===== src/rtl/matmul_pkg.sv =====
// Shared types and constants for the matmul sequencer slice.
// Holds the sequencer state enum, default sizes and the step-counter width helper.
package matmul_pkg;

    localparam int DEFAULT_N = 4;
    localparam int DEFAULT_W = 8;

    typedef enum logic [2:0] {
        ST_IDLE,
        ST_CLEAR,
        ST_RUN,
        ST_CAPTURE,
        ST_DONE
    } seq_state_t;

    // Counter must hold 0 .. 3N-3, so clog2(3N-1) bits suffice.
    function automatic int step_width(input int n);
        return $clog2(3 * n - 1);
    endfunction

endpackage


===== src/rtl/matmul_sequencer_if.sv =====
// Job request / result response channel between the job source, the consumer and the sequencer.
// Matrices are flattened row-major: element (r,c) sits at bits [(r*N+c)*W +: W].
interface matmul_sequencer_if
    import matmul_pkg::*;
#(
    parameter int N = DEFAULT_N,
    parameter int W = DEFAULT_W
) ();

    logic             req_valid;
    logic             req_ready;
    logic [N*N*W-1:0] req_a;
    logic [N*N*W-1:0] req_b;
    logic             rsp_valid;
    logic             rsp_ready;
    logic [N*N*W-1:0] rsp_c;

    modport master (
        output req_valid, req_a, req_b, rsp_ready,
        input  req_ready, rsp_valid, rsp_c
    );

    modport slave (
        input  req_valid, req_a, req_b, rsp_ready,
        output req_ready, rsp_valid, rsp_c
    );

endinterface


===== src/rtl/matmul_skew_feed.sv =====
// Combinational skewed edge feed for the systolic array.
// Row i carries A[i][s-i] and column j carries B[s-j][j] while running, zero when out of range.
module matmul_skew_feed
    import matmul_pkg::*;
#(
    parameter int N  = DEFAULT_N,
    parameter int W  = DEFAULT_W,
    parameter int SW = step_width(N)
) (
    input  logic [SW-1:0]    s,
    input  logic [N*N*W-1:0] a_op,
    input  logic [N*N*W-1:0] b_op,
    input  logic             run,
    output logic [N*W-1:0]   a_in,
    output logic [N*W-1:0]   b_in
);

    // Matching every candidate k against s keeps all selects constant-indexed.
    always_comb begin
        a_in = '0;
        b_in = '0;
        if (run) begin
            for (int i = 0; i < N; i++) begin
                for (int k = 0; k < N; k++) begin
                    if (int'(s) == i + k) begin
                        a_in[i*W +: W] = a_op[(i*N+k)*W +: W];
                        b_in[i*W +: W] = b_op[(k*N+i)*W +: W];
                    end
                end
            end
        end
    end

endmodule


===== src/rtl/matmul_sequencer.sv =====
// Sequencer for the NxN output-stationary systolic multiply array: latch, clear, skewed feed, capture, hold.
// Optional MATMUL_SEQ_ABORT_EN adds an 'abort' input that drops a job in CLEAR/RUN/CAPTURE.
module matmul_sequencer
    import matmul_pkg::*;
#(
    parameter int N = DEFAULT_N,
    parameter int W = DEFAULT_W
) (
    input  logic                   clock,
    input  logic                   reset,
    matmul_sequencer_if.slave      bus,
`ifdef MATMUL_SEQ_ABORT_EN
    input  logic                   abort,
`endif
    output logic                   arr_clear,
    output logic                   arr_en,
    output logic [N*W-1:0]         arr_a_in,
    output logic [N*W-1:0]         arr_b_in,
    input  logic [N*N*W-1:0]       arr_c,
    output logic                   busy
);

    localparam int            SW     = step_width(N);
    localparam logic [SW-1:0] S_LAST = SW'(3 * N - 3);

    seq_state_t       state_q, state_d;
    logic [SW-1:0]    s_q, s_d;
    logic [N*N*W-1:0] a_q, a_d;
    logic [N*N*W-1:0] b_q, b_d;
    logic [N*N*W-1:0] rsp_c_q, rsp_c_d;
    logic             run;

`ifdef MATMUL_SEQ_ABORT_EN
    logic abort_hit;
    assign abort_hit = abort &&
                       (state_q == ST_CLEAR || state_q == ST_RUN || state_q == ST_CAPTURE);
`endif

    always_ff @(posedge clock or negedge reset) begin
        if (!reset) begin
            state_q <= ST_IDLE;
            s_q     <= '0;
            a_q     <= '0;
            b_q     <= '0;
            rsp_c_q <= '0;
        end else begin
            state_q <= state_d;
            s_q     <= s_d;
            a_q     <= a_d;
            b_q     <= b_d;
            rsp_c_q <= rsp_c_d;
        end
    end

    always_comb begin
        state_d = state_q;
        s_d     = s_q;
        a_d     = a_q;
        b_d     = b_q;
        rsp_c_d = rsp_c_q;
        case (state_q)
            ST_IDLE: begin
                if (bus.req_valid) begin
                    a_d     = bus.req_a;
                    b_d     = bus.req_b;
                    state_d = ST_CLEAR;
                end
            end
            ST_CLEAR: begin
                s_d     = '0;
                state_d = ST_RUN;
            end
            ST_RUN: begin
                if (s_q == S_LAST) begin
                    state_d = ST_CAPTURE;
                end else begin
                    s_d = s_q + SW'(1);
                end
            end
            ST_CAPTURE: begin
                rsp_c_d = arr_c;
                state_d = ST_DONE;
            end
            ST_DONE: begin
                if (bus.rsp_ready) begin
                    state_d = ST_IDLE;
                end
            end
            default: state_d = ST_IDLE;
        endcase
`ifdef MATMUL_SEQ_ABORT_EN
        // An abort in CAPTURE must not disturb the previously held result.
        if (abort_hit) begin
            state_d = ST_IDLE;
            rsp_c_d = rsp_c_q;
        end
`endif
    end

    always_comb begin
        run           = (state_q == ST_RUN);
        arr_en        = run;
        arr_clear     = (state_q == ST_CLEAR);
        busy          = (state_q != ST_IDLE);
        bus.req_ready = (state_q == ST_IDLE);
        bus.rsp_valid = (state_q == ST_DONE);
`ifdef MATMUL_SEQ_ABORT_EN
        if (abort_hit) begin
            arr_en    = 1'b0;
            arr_clear = 1'b1;
        end
`endif
    end

    assign bus.rsp_c = rsp_c_q;

    matmul_skew_feed #(
        .N  (N),
        .W  (W),
        .SW (SW)
    ) u_skew_feed (
        .s    (s_q),
        .a_op (a_q),
        .b_op (b_q),
        .run  (run),
        .a_in (arr_a_in),
        .b_in (arr_b_in)
    );

endmodule


===== src/flat_wrapper.sv =====
// flat-port wrapper written by rule: the top's interface ports become plain ports
module matmul_sequencer_flat import matmul_pkg::*;
#(
    parameter int N = DEFAULT_N,
    parameter int W = DEFAULT_W
)
  (clock, reset, arr_clear, arr_en, arr_a_in, arr_b_in, arr_c, busy, bus_req_valid, bus_req_a, bus_req_b, bus_rsp_ready, bus_req_ready, bus_rsp_valid, bus_rsp_c);
  matmul_sequencer_if #(.N(N), .W(W)) bus_i ();
  input  logic clock;
  input  logic reset;
  output logic arr_clear;
  output logic arr_en;
  output logic [N*W-1:0] arr_a_in;
  output logic [N*W-1:0] arr_b_in;
  input  logic [N*N*W-1:0] arr_c;
  output logic busy;
  input wire logic [$bits(bus_i.req_valid)-1:0] bus_req_valid;
  input wire logic [$bits(bus_i.req_a)-1:0] bus_req_a;
  input wire logic [$bits(bus_i.req_b)-1:0] bus_req_b;
  input wire logic [$bits(bus_i.rsp_ready)-1:0] bus_rsp_ready;
  output wire logic [$bits(bus_i.req_ready)-1:0] bus_req_ready;
  output wire logic [$bits(bus_i.rsp_valid)-1:0] bus_rsp_valid;
  output wire logic [$bits(bus_i.rsp_c)-1:0] bus_rsp_c;
  assign bus_i.req_valid = bus_req_valid;
  assign bus_i.req_a = bus_req_a;
  assign bus_i.req_b = bus_req_b;
  assign bus_i.rsp_ready = bus_rsp_ready;
  assign bus_req_ready = bus_i.req_ready;
  assign bus_rsp_valid = bus_i.rsp_valid;
  assign bus_rsp_c = bus_i.rsp_c;
  matmul_sequencer #(.N(N), .W(W)) u_core (.clock(clock), .reset(reset), .bus(bus_i), .arr_clear(arr_clear), .arr_en(arr_en), .arr_a_in(arr_a_in), .arr_b_in(arr_b_in), .arr_c(arr_c), .busy(busy));
endmodule

===== config.mk =====
export PLATFORM = sky130hd
export DESIGN_NAME = matmul_sequencer_flat
export DESIGN_NICKNAME = d
export VERILOG_FILES = /design/src/rtl/matmul_pkg.sv /design/src/rtl/matmul_sequencer_if.sv /design/src/rtl/matmul_skew_feed.sv /design/src/rtl/matmul_sequencer.sv /design/src/flat_wrapper.sv
export SDC_FILE = /design/constraint.sdc
export NUM_CORES = 1
export LEC_CHECK = 0
export ABC_CLOCK_PERIOD_IN_PS = 5320
export CAP_MARGIN = 20
export CORE_AREA = 3 3 229 231
export DETAILED_ROUTE_END_ITERATION = 12
export DIE_AREA = 0 0 232 234
export PLACE_DENSITY = 0.7
export SLEW_MARGIN = 20
export SYNTH_ARGS = -nofsm -noshare
export SYNTH_HDL_FRONTEND = slang
export SYNTH_SLANG_ARGS = --single-unit

===== constraint.sdc =====
create_clock -name clock -period 5.32 [get_ports clock]
set_input_delay 0.532 -clock clock [delete_from_list [all_inputs] [get_ports clock]]
set_output_delay 0.532 -clock clock [all_outputs]
set_load 0.05 [all_outputs]

==> run metrics, run 1 <==
via count=13.1k; Max Clk Rate=224 MHz; VDD IR max=0.482 mV; CTS max path bufs=3; first-pass GRT wire length=88100 um; number of flops mapped to enable cells by yosys=0; Hold Buf Count CTS=0; fraction of layout cells with a size suffix above 1=17.0%; RSZ-0062 raised after global routing=false; Setup Fix Bufs, Post-CTS=0; Critical Path RT=4.79 ns; most area-consuming cells after synthesis=dfrtp_1, mux2_1, mux2_2; Antenna Nets Post-Route=0; max-slew violations=0; I/O pin count=585; max cap viols=0; clock power share=18.6%; Row Count=82; vias in the first global route=14.2k; final hold vios=10; Remaining Overflow, GRT=0; Die X=232 um; DR pass1 iterations=5; Cell Int Power=9620 uW; CP startpoint kind=register; worst skew pair latency=0.56 ns; reg2reg path depth=5; top_reg_cell synth=dfrtp_1; Ys Warns=0; critical path cell sequence=inv_1 -> ha_2 -> nand3b_1 -> o22ai_1 -> nor3_2 -> clkdlybuf4s50_1; total CTS buffers=45; WL final=59800 um; #FFs+latches synth=391; Area Growth Syn to Fin=44.1%; Mean Syn Cell Area=13.2 sq um; Final nets=2257; Critical Path Fanout Max=25; Slew HR=33.4%; final setup fails=0; setup TNS=0 ns; register area share after synthesis=55.8%; Seq pwr share=32.4%; switching share of total power=42.0%; Die Ht=234 um; post-cts repair resize count=0; fin area=0.0253 sq mm; Detail Placement HPWL=43100 um; cells after synthesis=1327; critical path depth=6; crit path from=u_core.s_q[0]$_DFFE_PN0P_; PortBufs=584; Placer Congestion=0.876; Slowest cell on crit path=nand3b_1; hold slack=-0.00605 ns; DRC viols=0; Final Critical Period=4.47 ns; Starting Density=34.9%; leading cell type in the layout, fill and taps excluded=clkdlybuf4s50_1; status=complete, but fails checks; combinational share of power=49.1%; largest net degree at the start of global routing=130; Final period util=84.1%; worst path bufs/invs=2; Yosys cell types=44; Core Footprint=0.0503 sq mm; skew final=0.0135 ns; Total GRT Usage=21.5%; Yosys top cell area share=55.8%; CP endpoint kind=primary output; leading area contributor after synthesis=dfrtp_1; TritonCTS clock tree=done; Crit Path Class=reg -> out; failing checks=hold timing; r2r startpoint=u_core.state_q[2]$_DFFE_PN0P_; Vias/cell=5.07; First DRT Iteration DRCs=770; worst endpoint data arrival time=3.94 ns; Clock transition at path regs=0.06 ns; initial antenna violation count=20; most frequent cells in the layout=clkdlybuf4s50_1, dfrtp_1, mux2_1, mux2_2, a21oi_1; Post-Syn Nets=1719; leakage=0.0101 uW; clock sink count=391; CP peak stage delay=0.78 ns; Root Driver=clkbuf_16; area post-placement=0.0237 sq mm; largest delay contributor family on the critical path=simple AND/OR/NAND/NOR gates; Power Density=657 mW/mm^2; async set-reset flop share out of synthesis=100%; die area=0.0543 sq mm; routed length per placed instance=23.1 um; P_sw=6980 uW; Worst Hold Class=in -> async; Mapped Area=0.0175 sq mm; htree depth=2; Worst-Margin Slew=0.998 ns
## per-layer routing
layer,track usage [%],share of wire [%]
met1,24.4,37
met2,37.5,51
met3,6.33,7.7
met4,9.62,3.7
met5,0,0.13
## power groups by stage
stage / registers (uW) / logic [uW] / clock network [uW]
4_1_cts: 5360 / 8240 / 3180
5_1_grt: 5550 / 8620 / 3290
3_5_place_dp: 5400 / 8210 / 0
2_1_floorplan: 6900 / 3950 / 0
6_report: 5370 / 8140 / 3090
3_3_place_gp: 5330 / 8090 / 0
## path summary, 6_finish.rpt
kind	end	slack [ns]
hold / removal	u_core.a_q[36]$_DFFE_PN0P_	-0.006
hold reg to reg	u_core.a_q[85]$_DFFE_PN0P_	0.48
setup reg to reg	u_core.a_q[3]$_DFFE_PN0P_	2.55
max in group asynchronous	u_core.b_q[121]$_DFFE_PN0P_	4.03
setup / recovery	arr_b_in[15]	0.85
min in group clock	u_core.a_q[85]$_DFFE_PN0P_	0.48
## cells by family after synthesis
group	count (synthesis)	synth area share, %
DFF	391	55.8
muxes	370	23.7
buffers and inverters	135	4.54
and+or+nand+nor	203	6.55
AOI/OAI and AO/OA	224	9.09
adders and majority gates	4	0.285
## cells in the mapped netlist, drive strengths merged, types with 17 or more instances
master	instances
o21ai	19
nand3	33
o221a	40
mux2	369
dfrtp	391
nor3	17
buf	58
nand2	39
a21oi	89
nor2	43
nand3b	50
clkbuf	53
inv	24
## stage by stage
stage               utilization [%]  power (uW)  cells  hold slack (ns)  setup WS (ns)
floorplan                         -       10900   1327            0.236           2.07
CTS                            50.2       16800   2570           0.0126          0.742
detailed placement             47.2       13600   2490            0.470           1.36
finish                         50.3       16600   2588         -0.00605          0.847
global placement               47.2       13400   2490            0.462           1.41
global route                   50.2       17500   2576           0.0527          0.581
## layout make-up
cell class                 instances  area [sq um]
fill                            4431         25000
sequential                       391          9790
multi-input combinational        801          6980
timing repair buffer             602          6050
clock buffer                      65          1300
tap                              672           841
clock inverter                    15           170
inverter                          24          90.1
antenna                           18          45.0
## sequential cells by signal, indices dropped and copies added (netlist names)
signal	count
u_core.b_q	128
u_core.a_q	128
u_core.bus.rsp_c	128
u_core.s_q	4
u_core.state_q	3
Power figures use the tool's default switching activity.
==> inputs of run 2 (changes only) <==
Settings changed: ABC_CLOCK_PERIOD_IN_PS 5320 to 3700, PLACE_DENSITY 0.7 to 0.73.
Clock period 5.32 ns to 3.7 ns, I/O delays scaled along.
==> run 2 against run 1 <==
Compared with the run above: the flow now finishes without violations; critical path depth grew 1; first-iteration DRC count grew 6.1%; combinational power grew 51%; sequential share of layout area shrank 0.97 points; via count grew 0.79%; clock-buffer cell count shrank 5; hold slack gained 0.39 ns; non-clock buffer count grew 14; worst setup slack lost 0.69 ns; clock power grew 39%; largest cell class unchanged.
==> run metrics, run 2 (same netlist as run 1, synthesis figures left out) <==
largest net degree at the start of global routing=130; Placer Congestion=0.839; Vias/cell=5.12; Area Growth Syn to Fin=47.8%; CP startpoint kind=register; Final nets=2270; post-route worst setup slack=0.157 ns; First DRT Iteration DRCs=817; Final Critical Period=3.54 ns; Row Count=82; crit path from=u_core.s_q[0]$_DFFE_PN0P_; worst endpoint data arrival time=3.17 ns; leading cell type in the layout, fill and taps excluded=clkdlybuf4s50_1; WL final=58800 um; initial antenna violation count=9; VDD IR max=0.694 mV; Critical Path RT=3.33 ns; Antenna Nets Post-Route=0; final std cells w/o fill=2583; first-pass GRT wire length=87200 um; Clock transition at path regs=0.06 ns; Slowest cell on crit path=a221oi_1; CTS max path bufs=3; R2R Setup Slk=1.03 ns; DR pass1 iterations=7; register area=0.00979 sq mm; Total GRT Usage=21.0%; reg2reg end=u_core.s_q[1]$_DFFE_PN0P_; PortBufs=584; area of the multi-input gates=0.00699 sq mm; critical path cell sequence=inv_1 -> ha_2 -> buf_4 -> nand2_1 -> a21o_1 -> a221oi_1 -> buf_12; Detail Placement HPWL=43800 um; final hold vios=0; Setup Fix Bufs, Post-CTS=0; Worst Hold Class=in -> async; RSZ-0062 raised after global routing=false; Post-Place Cells=2503; routed length per placed instance=22.7 um; setup TNS=0 ns; Core Footprint=0.0503 sq mm; Die X=232 um; CP endpoint kind=primary output; vias in the first global route=14.2k; max cap viols=0; max-slew violations=0; Worst-Margin Slew=0.952 ns; status=completed; Critical Path Fanout Max=49; CP peak stage delay=0.54 ns; Max Clk Rate=282 MHz; die area=0.0543 sq mm; Die Ht=234 um; clock sink count=391; total CTS buffers=44; final setup fails=0; htree depth=2; fraction of layout cells with a size suffix above 1=20.6%; most frequent cells in the layout=clkdlybuf4s50_1, dfrtp_1, mux2_1, mux2_2, a21oi_1; Fillers=4288; Starting Density=34.9%; DRC viols=0; Root Driver=clkbuf_16; I/O pin count=585; reg2reg path depth=5; Slew HR=36.5%; worst skew pair latency=0.55 ns; pre-CTS WS=0.133 ns; skew final=0.0197 ns; via count=13.2k; Remaining Overflow, GRT=0; Crit Path Class=reg -> out; r2r startpoint=u_core.state_q[2]$_DFFE_PN0P_; hold slack=0.386 ns; Power Density=939 mW/mm^2; TritonCTS clock tree=done; Setup crit end=arr_a_in[16]; Final period util=95.7%; leakage=0.0104 uW
-- run 2: final cells by class --
type                    instances  area share (%)
diodes                          5          0.0483
repair buffers                616            26.3
inverters                      24           0.348
multi-input cells             801            27.0
flip-flops and latches        391            37.8
clock buffers                  60            4.63
well taps                     672            3.24
clock inverters                14           0.743
-- run 2: per-layer routing --
layer / share of wire, % / track usage (%)
met5: 0.014 / 0
met4: 2.4 / 6.62
met3: 7.6 / 5.81
met2: 52 / 37.9
met1: 38 / 24.3
-- run 2: repair_timing --
item | 4_1_cts | 5_1_grt
resized for setup | 2 | 1
setup endpoints to repair | 24 | 16
hold endpoints to repair | 57 | 0
hold buffers | 1 | 0
cloned | 0 | 0
-- run 2: worst max-delay path: cells and delay by family (launching register included) --
| kind | cells | cell delay [ns] |
|---|---|---|
| flops | 1 | 0.46 |
| compound gates | 2 | 0.78 |
| simple gates | 1 | 0.34 |
| buf+inv | 3 | 0.82 |
| fa+ha+maj | 1 | 0.19 |
-- run 2: worst min path at each step --
stage,startpoint,to,cells past startpoint
final,reset,u_core.a_q[81]$_DFFE_PN0P_,2
after global routing,bus_req_b[53],u_core.b_q[53]$_DFFE_PN0P_,2
after CTS,bus_req_b[11],u_core.b_q[11]$_DFFE_PN0P_,3
after detailed placement,reset,u_core.a_q[81]$_DFFE_PN0P_,1
after global placement,reset,u_core.b_q[69]$_DFFE_PN0P_,1
after floorplan,reset,u_core.a_q[0]$_DFFE_PN0P_,0
-- run 2: stage by stage --
stage / area, sq um / util, % / total power, uW
floorplan: 17500 / - / 15600
global placement: 24500 / 48.7 / 19800
detailed placement: 24500 / 48.7 / 20100
CTS: 25900 / 51.5 / 24500
global route: 25900 / 51.6 / 25500
finish: 25900 / 51.6 / 24300
-- run 2: report_power, final --
group	total (uW)	switching (uW)	leakage [uW]	internal, uW
Combinational	12300	7150	0.00512	5130
Clock	4300	1750	0.000685	2550
Sequential	7750	1250	0.00460	6500
==> inputs of run 3 (changes only) <==
Settings changed: ABC_CLOCK_PERIOD_IN_PS 3700 to unset, CTS_CLUSTER_SIZE set to 30.
==> results of run 3 <==
Same layout as run 2: the final DEF is identical, and so are final timing and power.
